<file path="config.mk">
export PLATFORM = sky130hd
export DESIGN_NAME = ram_read_arbiter
export DESIGN_NICKNAME = d
export VERILOG_FILES = /design/src/rtl/ram_read_arbiter.sv
export SDC_FILE = /design/constraint.sdc
export NUM_CORES = 1
export LEC_CHECK = 0
export BUFFER_PORTS_ARGS = -buffer_cell sky130_fd_sc_hd__clkbuf_2
export CAP_MARGIN = 10
export CORE_MARGIN = 2
export CORE_UTILIZATION = 49
export DETAILED_ROUTE_END_ITERATION = 12
export PLACE_DENSITY = 0.84
export SLEW_MARGIN = 20
export SYNTH_ARGS = -nofsm -noshare
export SYNTH_HDL_FRONTEND = slang
export SYNTH_SLANG_ARGS = --single-unit
</file>
<file path="constraint.sdc">
create_clock -name clk -period 5.96 [get_ports clk]
set_clock_uncertainty 0.2 [all_clocks]
set_input_delay 0.894 -clock clk [delete_from_list [all_inputs] [get_ports clk]]
set_output_delay 0.894 -clock clk [all_outputs]
set_load 0.01 [all_outputs]
</file>
<file path="src/rtl/ram_read_arbiter.sv">
// Round-robin arbiter that shares one RAM read channel among several requesters.
// Each granted request runs IDLE -> ISSUE -> WAIT -> DONE, ending in either masked data or a timeout error.
module ram_read_arbiter #(
    parameter int REQUESTERS = 2,
    parameter int TIMEOUT    = 255
) (
    input  logic                       clk,
    input  logic                       reset,
    input  logic [2*REQUESTERS-1:0]    req_size,
    input  logic [32*REQUESTERS-1:0]   req_address,
    output logic [REQUESTERS-1:0]      req_accept,
    output logic [REQUESTERS-1:0]      resp_valid,
    output logic [31:0]                resp_data,
    output logic                       resp_error,
    output logic [31:0]                ram_address,
    output logic [1:0]                 ram_sig_read,
    input  logic [31:0]                ram_data,
    input  logic                       ram_is_ready,
    output logic                       busy,
    output logic [1:0]                 dbg_state
);

    localparam int              IW          = (REQUESTERS > 1) ? $clog2(REQUESTERS) : 1;
    localparam logic [7:0]      TIMEOUT_CNT = 8'(TIMEOUT);
    localparam logic [IW-1:0]   LAST_IDX    = IW'(REQUESTERS - 1);

    // dbg_state encoding: 0 IDLE, 1 ISSUE, 2 WAIT, 3 DONE.
    typedef enum logic [1:0] {
        S_IDLE  = 2'd0,
        S_ISSUE = 2'd1,
        S_WAIT  = 2'd2,
        S_DONE  = 2'd3
    } state_t;

    state_t                  r_state;
    logic [IW-1:0]           r_grant;
    logic [IW-1:0]           r_last_grant;
    logic [1:0]              r_size;
    logic [7:0]              r_wait_cnt;
    logic [REQUESTERS-1:0]   r_req_accept;
    logic [REQUESTERS-1:0]   r_resp_valid;
    logic [31:0]             r_resp_data;
    logic                    r_resp_error;
    logic [31:0]             r_ram_address;
    logic [1:0]              r_ram_sig_read;

    logic                    w_found;
    logic [IW-1:0]           w_pick;
    logic [1:0]              w_pick_size;
    logic [31:0]             w_pick_addr;
    logic [REQUESTERS-1:0]   w_pick_onehot;
    logic [REQUESTERS-1:0]   w_grant_onehot;
    logic [31:0]             w_masked;

    // Scan starts one past the last grant so every requester gets a turn.
    always_comb begin
        int idx;
        idx           = 0;
        w_found       = 1'b0;
        w_pick        = r_last_grant;
        w_pick_size   = 2'b00;
        w_pick_addr   = 32'd0;
        w_pick_onehot = '0;
        for (int i = 1; i <= REQUESTERS; i++) begin
            idx = int'(r_last_grant) + i;
            if (idx >= REQUESTERS) begin
                idx = idx - REQUESTERS;
            end
            if (!w_found && (2'(req_size >> (2 * idx)) != 2'b00)) begin
                w_found       = 1'b1;
                w_pick        = IW'(idx);
                w_pick_size   = 2'(req_size >> (2 * idx));
                w_pick_addr   = 32'(req_address >> (32 * idx));
                w_pick_onehot = REQUESTERS'(1) << idx;
            end
        end
    end

    always_comb begin
        w_grant_onehot = REQUESTERS'(1) << r_grant;
    end

    always_comb begin
        case (r_size)
            2'd1:    w_masked = {24'd0, ram_data[7:0]};
            2'd2:    w_masked = {16'd0, ram_data[15:0]};
            2'd3:    w_masked = ram_data;
            default: w_masked = 32'd0;
        endcase
    end

    always_ff @(posedge clk) begin
        if (reset) begin
            r_state        <= S_IDLE;
            r_grant        <= '0;
            r_last_grant   <= LAST_IDX;
            r_size         <= 2'b00;
            r_wait_cnt     <= 8'd0;
            r_req_accept   <= '0;
            r_resp_valid   <= '0;
            r_resp_data    <= 32'd0;
            r_resp_error   <= 1'b0;
            r_ram_address  <= 32'd0;
            r_ram_sig_read <= 2'b00;
        end else begin
            // Strobes are single-cycle; each state below raises them only for the next cycle.
            r_req_accept   <= '0;
            r_resp_valid   <= '0;
            r_ram_sig_read <= 2'b00;
            case (r_state)
                S_IDLE: begin
                    if (ram_is_ready && w_found) begin
                        r_grant        <= w_pick;
                        r_size         <= w_pick_size;
                        r_ram_address  <= w_pick_addr;
                        r_ram_sig_read <= w_pick_size;
                        r_req_accept   <= w_pick_onehot;
                        r_state        <= S_ISSUE;
                    end
                end
                S_ISSUE: begin
                    r_wait_cnt <= 8'd0;
                    r_state    <= S_WAIT;
                end
                S_WAIT: begin
                    r_wait_cnt <= r_wait_cnt + 8'd1;
                    // Ready in the first WAIT cycle is stale: the RAM has not yet seen the strobe.
                    if ((r_wait_cnt != 8'd0) && ram_is_ready) begin
                        r_resp_data  <= w_masked;
                        r_resp_error <= 1'b0;
                        r_resp_valid <= w_grant_onehot;
                        r_state      <= S_DONE;
                    end else if ((r_wait_cnt + 8'd1) == TIMEOUT_CNT) begin
                        r_resp_data  <= 32'd0;
                        r_resp_error <= 1'b1;
                        r_resp_valid <= w_grant_onehot;
                        r_state      <= S_DONE;
                    end
                end
                S_DONE: begin
                    r_last_grant <= r_grant;
                    r_state      <= S_IDLE;
                end
                default: begin
                    r_state <= S_IDLE;
                end
            endcase
        end
    end

    assign req_accept   = r_req_accept;
    assign resp_valid   = r_resp_valid;
    assign resp_data    = r_resp_data;
    assign resp_error   = r_resp_error;
    assign ram_address  = r_ram_address;
    assign ram_sig_read = r_ram_sig_read;
    assign busy         = (r_state != S_IDLE);
    assign dbg_state    = r_state;

endmodule

</file>
==> results of run 1 <==
==> logic make-up (layout without fill, tap and decap cells) <==
kind of cell / count (synthesis) / count (layout) / synth area share (%)
adder cells (fa/ha/maj): 8 / 8 / 2.80
AND/OR/NAND/NOR: 136 / 136 / 18.4
buffers and inverters: 44 / 207 / 6.04
flip-flops: 85 / 85 / 47.5
AO/OA/AOI/OAI: 101 / 101 / 24.5
XOR/XNOR: 1 / 1 / 0.454
multiplexers: 1 / 1 / 0.280
==> stage by stage <==
step	utilization (%)	setup WS, ns
floorplan	-	3.63
global placement	62.2	2.51
detailed placement	62.2	2.36
CTS	64.8	2.74
global route	64.9	2.92
finish	64.9	3.10
==> worst min path at each step <==
stage | endpoint | cells after the start | slack, ns | start
floorplan | resp_valid[0]$_SDFF_PP0_ | 1 | 0.23 | r_grant$_SDFFE_PP0N_
global route | resp_valid[0]$_SDFF_PP0_ | 1 | 0.29 | r_grant$_SDFFE_PP0N_
detailed placement | resp_valid[0]$_SDFF_PP0_ | 1 | 0.25 | r_grant$_SDFFE_PP0N_
finish | resp_valid[0]$_SDFF_PP0_ | 1 | 0.27 | r_grant$_SDFFE_PP0N_
global placement | resp_valid[0]$_SDFF_PP0_ | 1 | 0.25 | r_grant$_SDFFE_PP0N_
CTS | resp_valid[0]$_SDFF_PP0_ | 1 | 0.27 | r_grant$_SDFFE_PP0N_
==> synthesized netlist by cell type (all sizes together) <==
library cell / instances / area (um2)
dfxtp: 85 / 1700
nor2: 48 / 180
nor3: 41 / 210
a221oi: 33 / 289
a32o: 30 / 308
clkbuf: 21 / 78.8
nand2: 21 / 78.8
a21oi: 17 / 85.1
buf: 12 / 96.3
inv: 11 / 41.3
ha: 8 / 100
nand3: 5 / 30.0
and4: 4 / 35.0
nor2b: 4 / 25.0
o21ai: 4 / 20.0
a21boi: 3 / 26.3
a31o: 3 / 26.3
nand2b: 3 / 18.8
o211ai: 3 / 27.5
and2: 2 / 12.5
and3: 2 / 12.5
nor4: 2 / 12.5
a2111oi: 1 / 27.5
a211oi: 1 / 7.51
a21o: 1 / 15.0
mux2i: 1 / 10.0
nand4: 1 / 6.26
nor3b: 1 / 7.51
nor4b: 1 / 23.8
o21a: 1 / 7.51
o221a: 1 / 11.3
o22a: 1 / 8.76
o2bb2ai: 1 / 8.76
o311ai: 1 / 8.76
or2: 1 / 6.26
xnor2: 1 / 16.3
==> final cells by class <==
type,count,area (um2)
multi-input combinational,247,1690
sequential,85,1700
tap,99,124
clock buffer,9,124
inverter,11,41.3
timing repair buffer,180,911
fill,608,2520
clock inverter,7,63.8
==> registers in the layout, indices dropped and copies added (netlist names) <==
register and cells:
r_wait_cnt 8, ram_sig_read 2, resp_data 32, r_last_grant 1, ram_address 32, dbg_state 2
r_size 2, r_grant 1, resp_valid 2, req_accept 2, resp_error 1
==> critical path, delay by kind of cell <==
| kind | cells | cell delay (ns) |
|---|---|---|
| buf+inv | 3 | 0.90 |
| compound gates | 1 | 0.20 |
| simple gates | 2 | 0.94 |
==> report_power, final <==
group	switching (mW)	total [mW]	internal, mW
combinational	0.260	0.440	0.179
clock	0.227	0.389	0.161
sequential	0.0523	0.703	0.651
total	0.540	1.53	0.991
==> layer usage <==
layer  up-vias  part of all wire (%)
met5         -                     0
met4         0                   2.7
met3        19                   8.5
met2       160                    49
met1      1680                    40
li1       1729                     -
==> out/results.tsv, run 1 <==
metric	value	unit
R2R depth	7	
Crit path largest cell delay	0.54	ns
row count	31	
vias in the first global route	3265	
maximum operating frequency	350	MHz
Worst R2R Setup Slack	3.55	ns
total power draw	1.53	mW
clock sinks	85	
Syn-to-layout area delta	30.0	%
Die W	89.5	um
most frequent cells in the layout	clkbuf_2 (176), dfxtp_1 (85), nor2_1 (47)	
clock latency on the worst-skew pair	0.36	ns
Die Ht	89.5	um
DRT Pass-1 Iters	4	
Setup crit end kind	flip-flop	
total global routing overflow	0	
Core Area	0.00718	mm2
sequential area share after synthesis	47.5	%
# hold bufs at CTS	0	
initial antenna violation count	0	
met1 Use GR	27.0	%
Startpoint Class	primary input	
met3 usage	6.28	%
syn avg cell area	9.52	um2
r2r startpoint	r_wait_cnt[0]$_SDFFE_PP0P_	
commonest non-fill, non-tap cell in the layout	clkbuf_2	
Initial DRC Count	142	
gr usage total	23.0	%
maximum VDD drop	0.196	mV
Synth Instances	376	
maximum root-to-sink buffer count	2	
Final Non-Filler Cells	638	
Cell variety after synth	43	
vias per cell	5.62	
Synth Cell Area	0.00358	mm2
setup TNS	0	ns
sum of net half-perimeters after detailed placement	6.79	mm
fin. max-slew vios	0	
final setup violating endpoints	0	
routed wire length	9.27	mm
worst r2r dst	resp_data[25]$_SDFFE_PP0P_	
Worst slew margin	42.3	%
Initial Util	49.9	%
final worst path period share	47.9	%
NumNets Final	645	
DP Cell Count	622	
CP Class	in -> reg	
drc violations	0	
Final Hold Violating Endpoints	0	
Worst Path Max Fanout	51	
unrepaired setup endpoints after global routing	no	
final non-filler cell area	0.00466	mm2
Post-Syn Nets	487	
H-tree lvl count	3	
# resized after CTS	0	
Slew @ Worst Pin	0.858	ns
worst path cell trace	clkbuf_2 > buf_4 > inv_2 > and4_1 > and2_1 > a32o_1	
max-cap viol count	0	
placed instance area	0.00446	mm2
power per cell area	329	mW/mm2
Req. time, crit path	6.06	ns
flops & latches, synth	85	
crit path launch	reset	
CTS buffer count	9	
post-CTS setup buffers	0	
CTS root buf	clkbuf_8	
global-route met2 utilization	38.9	%
clock slew at reported path FFs	0.09	ns
first-pass GRT wire length	14.5	mm
port bufs	176	
Diodes inserted	0	
Routed wire per std cell	14.5	um
Die Footprint	0.00801	mm2
most crowded layer after global routing	met2	
largest net degree at the start of global routing	52	
Syn. warnings	0	
post-layout min period	2.86	ns
Leak	2.12	nW
Fin Hold WS	0.265	ns
status	completed	
Worst Setup EP	resp_data[25]$_SDFFE_PP0P_	
Crit path arrival time	2.95	ns
Critical-path top delay cell	inv_2	
total number of vias	3588	
Post-DRT Antenna Nets	0	
fraction of layout cells with a size suffix above 1	40.6	%
worst min path class	reg -> reg	
CTS tree	built	
I/O Pins	177	
Final Wtd Congestion	0.805	
Power figures use the tool's default switching activity.
==> run 2, diff against run 1 <==
Settings changed: CORE_UTILIZATION 49 to 41, PLACE_DENSITY 0.84 to 0.75.
Clock period 5.96 ns to 2.34 ns, I/O delays scaled along.
==> run 2 against run 1 <==
Against the previous run: routed wire length increased by 11%; via count increased by 1.5%; power increased to 2.6 times the previous value; sequential share of layout area decreased by 2.2 points; clock power increased to 2.7 times the previous value; combinational power increased to 2.7 times the previous value; worst hold slack got worse by 0.25 ns; register-to-register slack got worse by 3.5 ns; clock-buffer cell count unchanged; sequential cell count unchanged; critical path type is now reg -> reg; largest cell class is now multi-input combinational cells.
==> out/results.tsv, run 2 (synthesized netlist as in run 1, its figures left out) <==
metric	value	unit
status	completed	
CTS buffer count	9	
most frequent cells in the layout	clkbuf_2 (176), dfxtp_1 (83), nor2_1 (47)	
largest net degree at the start of global routing	51	
power per cell area	806	mW/mm2
Die W	97.5	um
Post-DRT Antenna Nets	0	
routed wl met2	5.17	mm
Core Area	0.00859	mm2
Worst Path Max Fanout	16	
Leak	2.24	nW
port bufs	176	
maximum root-to-sink buffer count	2	
Slew @ Worst Pin	0.543	ns
drc violations	0	
initial antenna violation count	0	
gr usage total	21.3	%
maximum operating frequency	444	MHz
Crit path largest cell delay	0.53	ns
I/O Pins	177	
vias per cell	5.41	
post-layout min period	2.25	ns
total number of vias	3642	
DRT Pass-1 Iters	4	
Crit path max-delay family	compound AO/OA/AOI/OAI gates	
final worst path period share	96.2	%
placed instance area	0.00453	mm2
Final Wtd Congestion	0.921	
commonest non-fill, non-tap cell in the layout	clkbuf_2	
NumNets Final	671	
DP Cell Count	636	
final non-filler cell area	0.00497	mm2
row count	34	
Worst slew margin	63.8	%
worst min path class	in -> reg	
unrepaired setup endpoints after global routing	no	
clock latency on the worst-skew pair	0.36	ns
Final Hold Violating Endpoints	0	
Internal Power	2.58	mW
Switching Share	35.6	%
first-pass GRT wire length	16.8	mm
Req. time, crit path	2.39	ns
Buf+Inv Stages, Crit Path	0	
Initial Util	41.7	%
setup TNS	0	ns
Sw Pwr	1.42	mW
fraction of layout cells with a size suffix above 1	40.5	%
Die Ht	97.5	um
Syn-to-layout area delta	38.8	%
M1 WL	4.28	mm
fin. max-slew vios	0	
clock sinks	85	
final setup violating endpoints	0	
CTS tree	built	
Routed wire per std cell	15.3	um
routed wire length	10.3	mm
Diodes inserted	0	
total global routing overflow	0	
H-tree lvl count	3	
CTS root buf	clkbuf_8	
met3 wire len	732	um
Setup crit end kind	flip-flop	
Crit path arrival time	2.30	ns
Critical-path top delay cell	dfxtp_1	
sequential power share	44.9	%
post-CTS setup buffers	0	
max-cap viol count	0	
clock power share	25.9	%
final core occ	57.8	%
vias in the first global route	3648	
Initial DRC Count	109	
top layer in use	met4	
worst path cell trace	nand3_2 > a2111oi_4 > o211ai_4 > a21o_4 > a32o_1	
sum of net half-perimeters after detailed placement	7.13	mm
CP Class	reg -> reg	
maximum VDD drop	0.384	mV
clock slew at reported path FFs	0.10	ns
Final Non-Filler Cells	673	
Startpoint Class	flip-flop	
Die Footprint	0.00950	mm2
fillers	766	
Gate power share	29.2	%
[run 2: cell types whose count changed in the layout (fill, tap and decap cells not counted), moves of 3 or more]
cell           change
clkinv_4           +3
buf_4              +4
dlygate4sd3_1     +20
inv_6              -3
[run 2: worst reg2reg max path: cells and delay by family (launching register included)]
family	cells	cell delay [ns]
AO/OA/AOI/OAI	4	1.22
flip-flops	1	0.53
AND/OR/NAND/NOR	1	0.19
[run 2: area by class of cell]
class / count / area (um2) / area share, %
sequential: 85 / 1700 / 34.3
inverter: 11 / 41.3 / 0.831
clock buffer: 9 / 124 / 2.49
timing repair buffer: 205 / 1160 / 23.4
tap: 108 / 135 / 2.72
multi-input combinational: 248 / 1720 / 34.7
clock inverter: 7 / 81.3 / 1.64
[run 2: final timing paths]
path	cells after the start	slack [ns]	startpoint	endpoint
worst max-delay path	5	0.09	r_wait_cnt[2]$_SDFFE_PP0P_	resp_data[27]$_SDFFE_PP0P_
worst min-delay path	2	0.01	ram_data[23]	resp_data[23]$_SDFFE_PP0P_
worst max register to register	5	0.09	r_wait_cnt[2]$_SDFFE_PP0P_	resp_data[27]$_SDFFE_PP0P_
worst min register to register	1	0.28	r_grant$_SDFFE_PP0N_	resp_valid[0]$_SDFF_PP0_
[run 2: what timing repair did]
action,4_1_cts,5_1_grt
pin swaps,0,2
hold buffers,20,0
endpoints found under the hold margin,20,0
gates resized for setup,1,6
cloned,0,1
setup endpoints to repair,1,33
[run 2: metal layers]
| layer | vias up | GRT usage, % |
|---|---|---|
| met5 | - | 0 |
| met4 | 0 | 7.05 |
| met3 | 8 | 4.68 |
| met2 | 155 | 37.7 |
| met1 | 1697 | 25.5 |
| li1 | 1782 | - |
[run 2: stage by stage]
step	power (mW)	hold slack (ns)	setup WS [ns]
final	4.00	0.0142	0.0899
after global routing	4.26	0.00552	0.00356
after floorplan	2.49	0.227	0.186
after detailed placement	2.97	0.265	0.0263
after global placement	2.94	0.251	0.113
after CTS	4.04	0.000131	0.0221
[run 2: power by group through the flow]
| stage | Sequential [mW] | Combinational [mW] | Clock [mW] |
|---|---|---|---|
| after detailed placement | 1.82 | 1.14 | 0 |
| after floorplan | 1.89 | 0.594 | 0 |
| final | 1.80 | 1.17 | 1.04 |
| after global routing | 1.83 | 1.30 | 1.12 |
| after CTS | 1.80 | 1.17 | 1.07 |
| after global placement | 1.82 | 1.12 | 0 |
==> run 3, diff against run 2 <==
Settings changed: CORE_MARGIN 2 to unset, RECOVER_POWER set to 25.
==> run 3 against run 2 <==
Against the previous run: fmax up 1.3%; worst hold slack worse by 0.010 ns; design area down 1.8%; setup slack better by 0.030 ns; global-route usage down 0.51 points; clock-buffer cell count unchanged; cell count down 0.74%; combinational power about the same; routed wire length down 5.7%.
==> out/results.tsv, run 3 (synthesized netlist as in run 1, its figures left out) <==
metric	value	unit
largest net degree at the start of global routing	51	
Internal Power	2.55	mW
Req. time, crit path	2.40	ns
total number of vias	3573	
first-pass GRT wire length	14.8	mm
Slew @ Worst Pin	0.691	ns
port bufs	176	
maximum VDD drop	0.401	mV
Die Footprint	0.00911	mm2
maximum root-to-sink buffer count	2	
gr usage total	20.8	%
row count	33	
initial antenna violation count	0	
Worst Hold Launch	ram_data[23]	
CP Class	reg -> reg	
clock power share	25.9	%
Die Ht	95.5	um
Crit path arrival time	2.28	ns
I/O Pins	177	
commonest non-fill, non-tap cell in the layout	clkbuf_2	
Worst R2R Setup Slack	0.12	ns
post-layout min period	2.22	ns
clock sinks	85	
CTS root buf	clkbuf_8	
Final Wtd Congestion	0.877	
unrepaired setup endpoints after global routing	no	
met1 Use GR	23.0	%
vias in the first global route	3371	
Diodes inserted	0	
fin. max-slew vios	0	
Final Hold Violating Endpoints	0	
worst r2r dst	resp_data[6]$_SDFFE_PP0P_	
Sw Pwr	1.39	mW
power per cell area	808	mW/mm2
setup TNS	0	ns
r2r startpoint	r_wait_cnt[2]$_SDFFE_PP0P_	
Initial DRC Count	93	
maximum operating frequency	450	MHz
global-route met2 utilization	37.7	%
sequential power share	45.2	%
most crowded layer after global routing	met2	
final worst path period share	94.9	%
total global routing overflow	0	
Post-DRT Antenna Nets	0	
met3 usage	5.90	%
worst min path class	in -> reg	
clock latency on the worst-skew pair	0.36	ns
H-tree lvl count	3	
R2R depth	5	
most frequent cells in the layout	clkbuf_2 (138), dfxtp_1 (83), nor2_1 (47)	
Setup crit end kind	flip-flop	
fraction of layout cells with a size suffix above 1	34.3	%
Worst Path Max Fanout	32	
CTS tree	built	
Core Area	0.00834	mm2
worst hold path cell count	2	
sum of net half-perimeters after detailed placement	6.93	mm
Startpoint Class	flip-flop	
Switching Share	35.3	%
Place WS	0.00915	ns
Hold Path End	resp_data[23]$_SDFFE_PP0P_	
drc violations	0	
DRT Pass-1 Iters	4	
post-route setup slack	0.120	ns
Syn-to-layout area delta	36.3	%
clock slew at reported path FFs	0.09	ns
Routed wire per std cell	14.5	um
routed wire length	9.70	mm
status	completed	
CTS buffer count	9	
NumNets Final	669	
Initial Util	42.9	%
vias per cell	5.35	
Die W	95.5	um
Worst slew margin	53.9	%
Leak	2.11	nW
Gate power share	28.8	%
final setup violating endpoints	0	
max-cap viol count	0	
run 3: cell types whose count changed in the layout (fill, tap and decap cells not counted):
cell	delta
o211ai_2	+1
nor2_2	-1
clkbuf_2	-38
nor2_4	+1
buf_4	+2
and4_2	+1
clkbuf_1	+39
and4_1	-1
a21o_4	-1
dlygate4sd3_1	-4
o211ai_4	-1
run 3: routing by layer:
layer	part of all wire, %	wire [um]
met3	8.1	782
met2	49	4740
met1	42	4100
met5	0	0
met4	0.89	86
run 3: timing repair:
| item | CTS | global route |
|---|---|---|
| hold buffers | 14 | 2 |
| buffers inserted | 0 | 0 |
| resized for setup | 1 | 5 |
| hold endpoints to repair | 14 | 2 |
| setup endpoints to repair | 3 | 33 |
run 3: how the worst max path moves through the flow:
| stage | cells past startpoint | startpoint | to | slack (ns) |
|---|---|---|---|---|
| after floorplan | 7 | r_wait_cnt[0]$_SDFFE_PP0P_ | resp_data[2]$_SDFFE_PP0P_ | 0.19 |
| after global placement | 7 | r_wait_cnt[0]$_SDFFE_PP0P_ | resp_data[4]$_SDFFE_PP0P_ | 0.11 |
| after detailed placement | 7 | r_wait_cnt[0]$_SDFFE_PP0P_ | resp_data[6]$_SDFFE_PP0P_ | 0.009 |
| after CTS | 6 | r_wait_cnt[1]$_SDFFE_PP0P_ | resp_data[29]$_SDFFE_PP0P_ | 0.04 |
| after global routing | 5 | r_wait_cnt[2]$_SDFFE_PP0P_ | resp_data[16]$_SDFFE_PP0P_ | 0.02 |
| final | 5 | r_wait_cnt[2]$_SDFFE_PP0P_ | resp_data[6]$_SDFFE_PP0P_ | 0.12 |
run 3: critical path, cell delays in order (launching register included):
cell and delay [ns]:
dfxtp_1 0.51, nand3_2 0.18, a2111oi_4 0.39, o211ai_2 0.19, a21o_4 0.35, a32o_2 0.30
run 3: metrics by stage:
| step | hold WS [ns] | std cells | area (um2) | util, % | power, mW |
|---|---|---|---|---|---|
| 2_1_floorplan | 0.227 | 376 | 3580 | - | 2.49 |
| 3_3_place_gp | 0.255 | 636 | 4540 | 54.5 | 2.93 |
| 3_5_place_dp | 0.266 | 636 | 4540 | 54.5 | 2.96 |
| 4_1_cts | 0.000787 | 666 | 4890 | 58.7 | 4.01 |
| 5_1_grt | -0.00133 | 668 | 4880 | 58.5 | 4.20 |
| 6_report | 0.00417 | 668 | 4880 | 58.5 | 3.94 |
run 3: final cells by class:
cell class	count	area (um2)
fillers	756	3460
flip-flops and latches	85	1700
multi-input cells	247	1710
inverters	11	41.3
clock inverters	7	81.3
repair buffers	204	1090
clock buffers	9	124
well taps	105	131
run 3: power groups by stage:
stage                     combinational, mW  clock [mW]  sequential (mW)
after detailed placement               1.15           0             1.81
after CTS                              1.17        1.06             1.78
after global placement                 1.13           0             1.80
final                                  1.14        1.02             1.78
after floorplan                       0.594           0             1.89
after global routing                   1.28        1.11             1.81
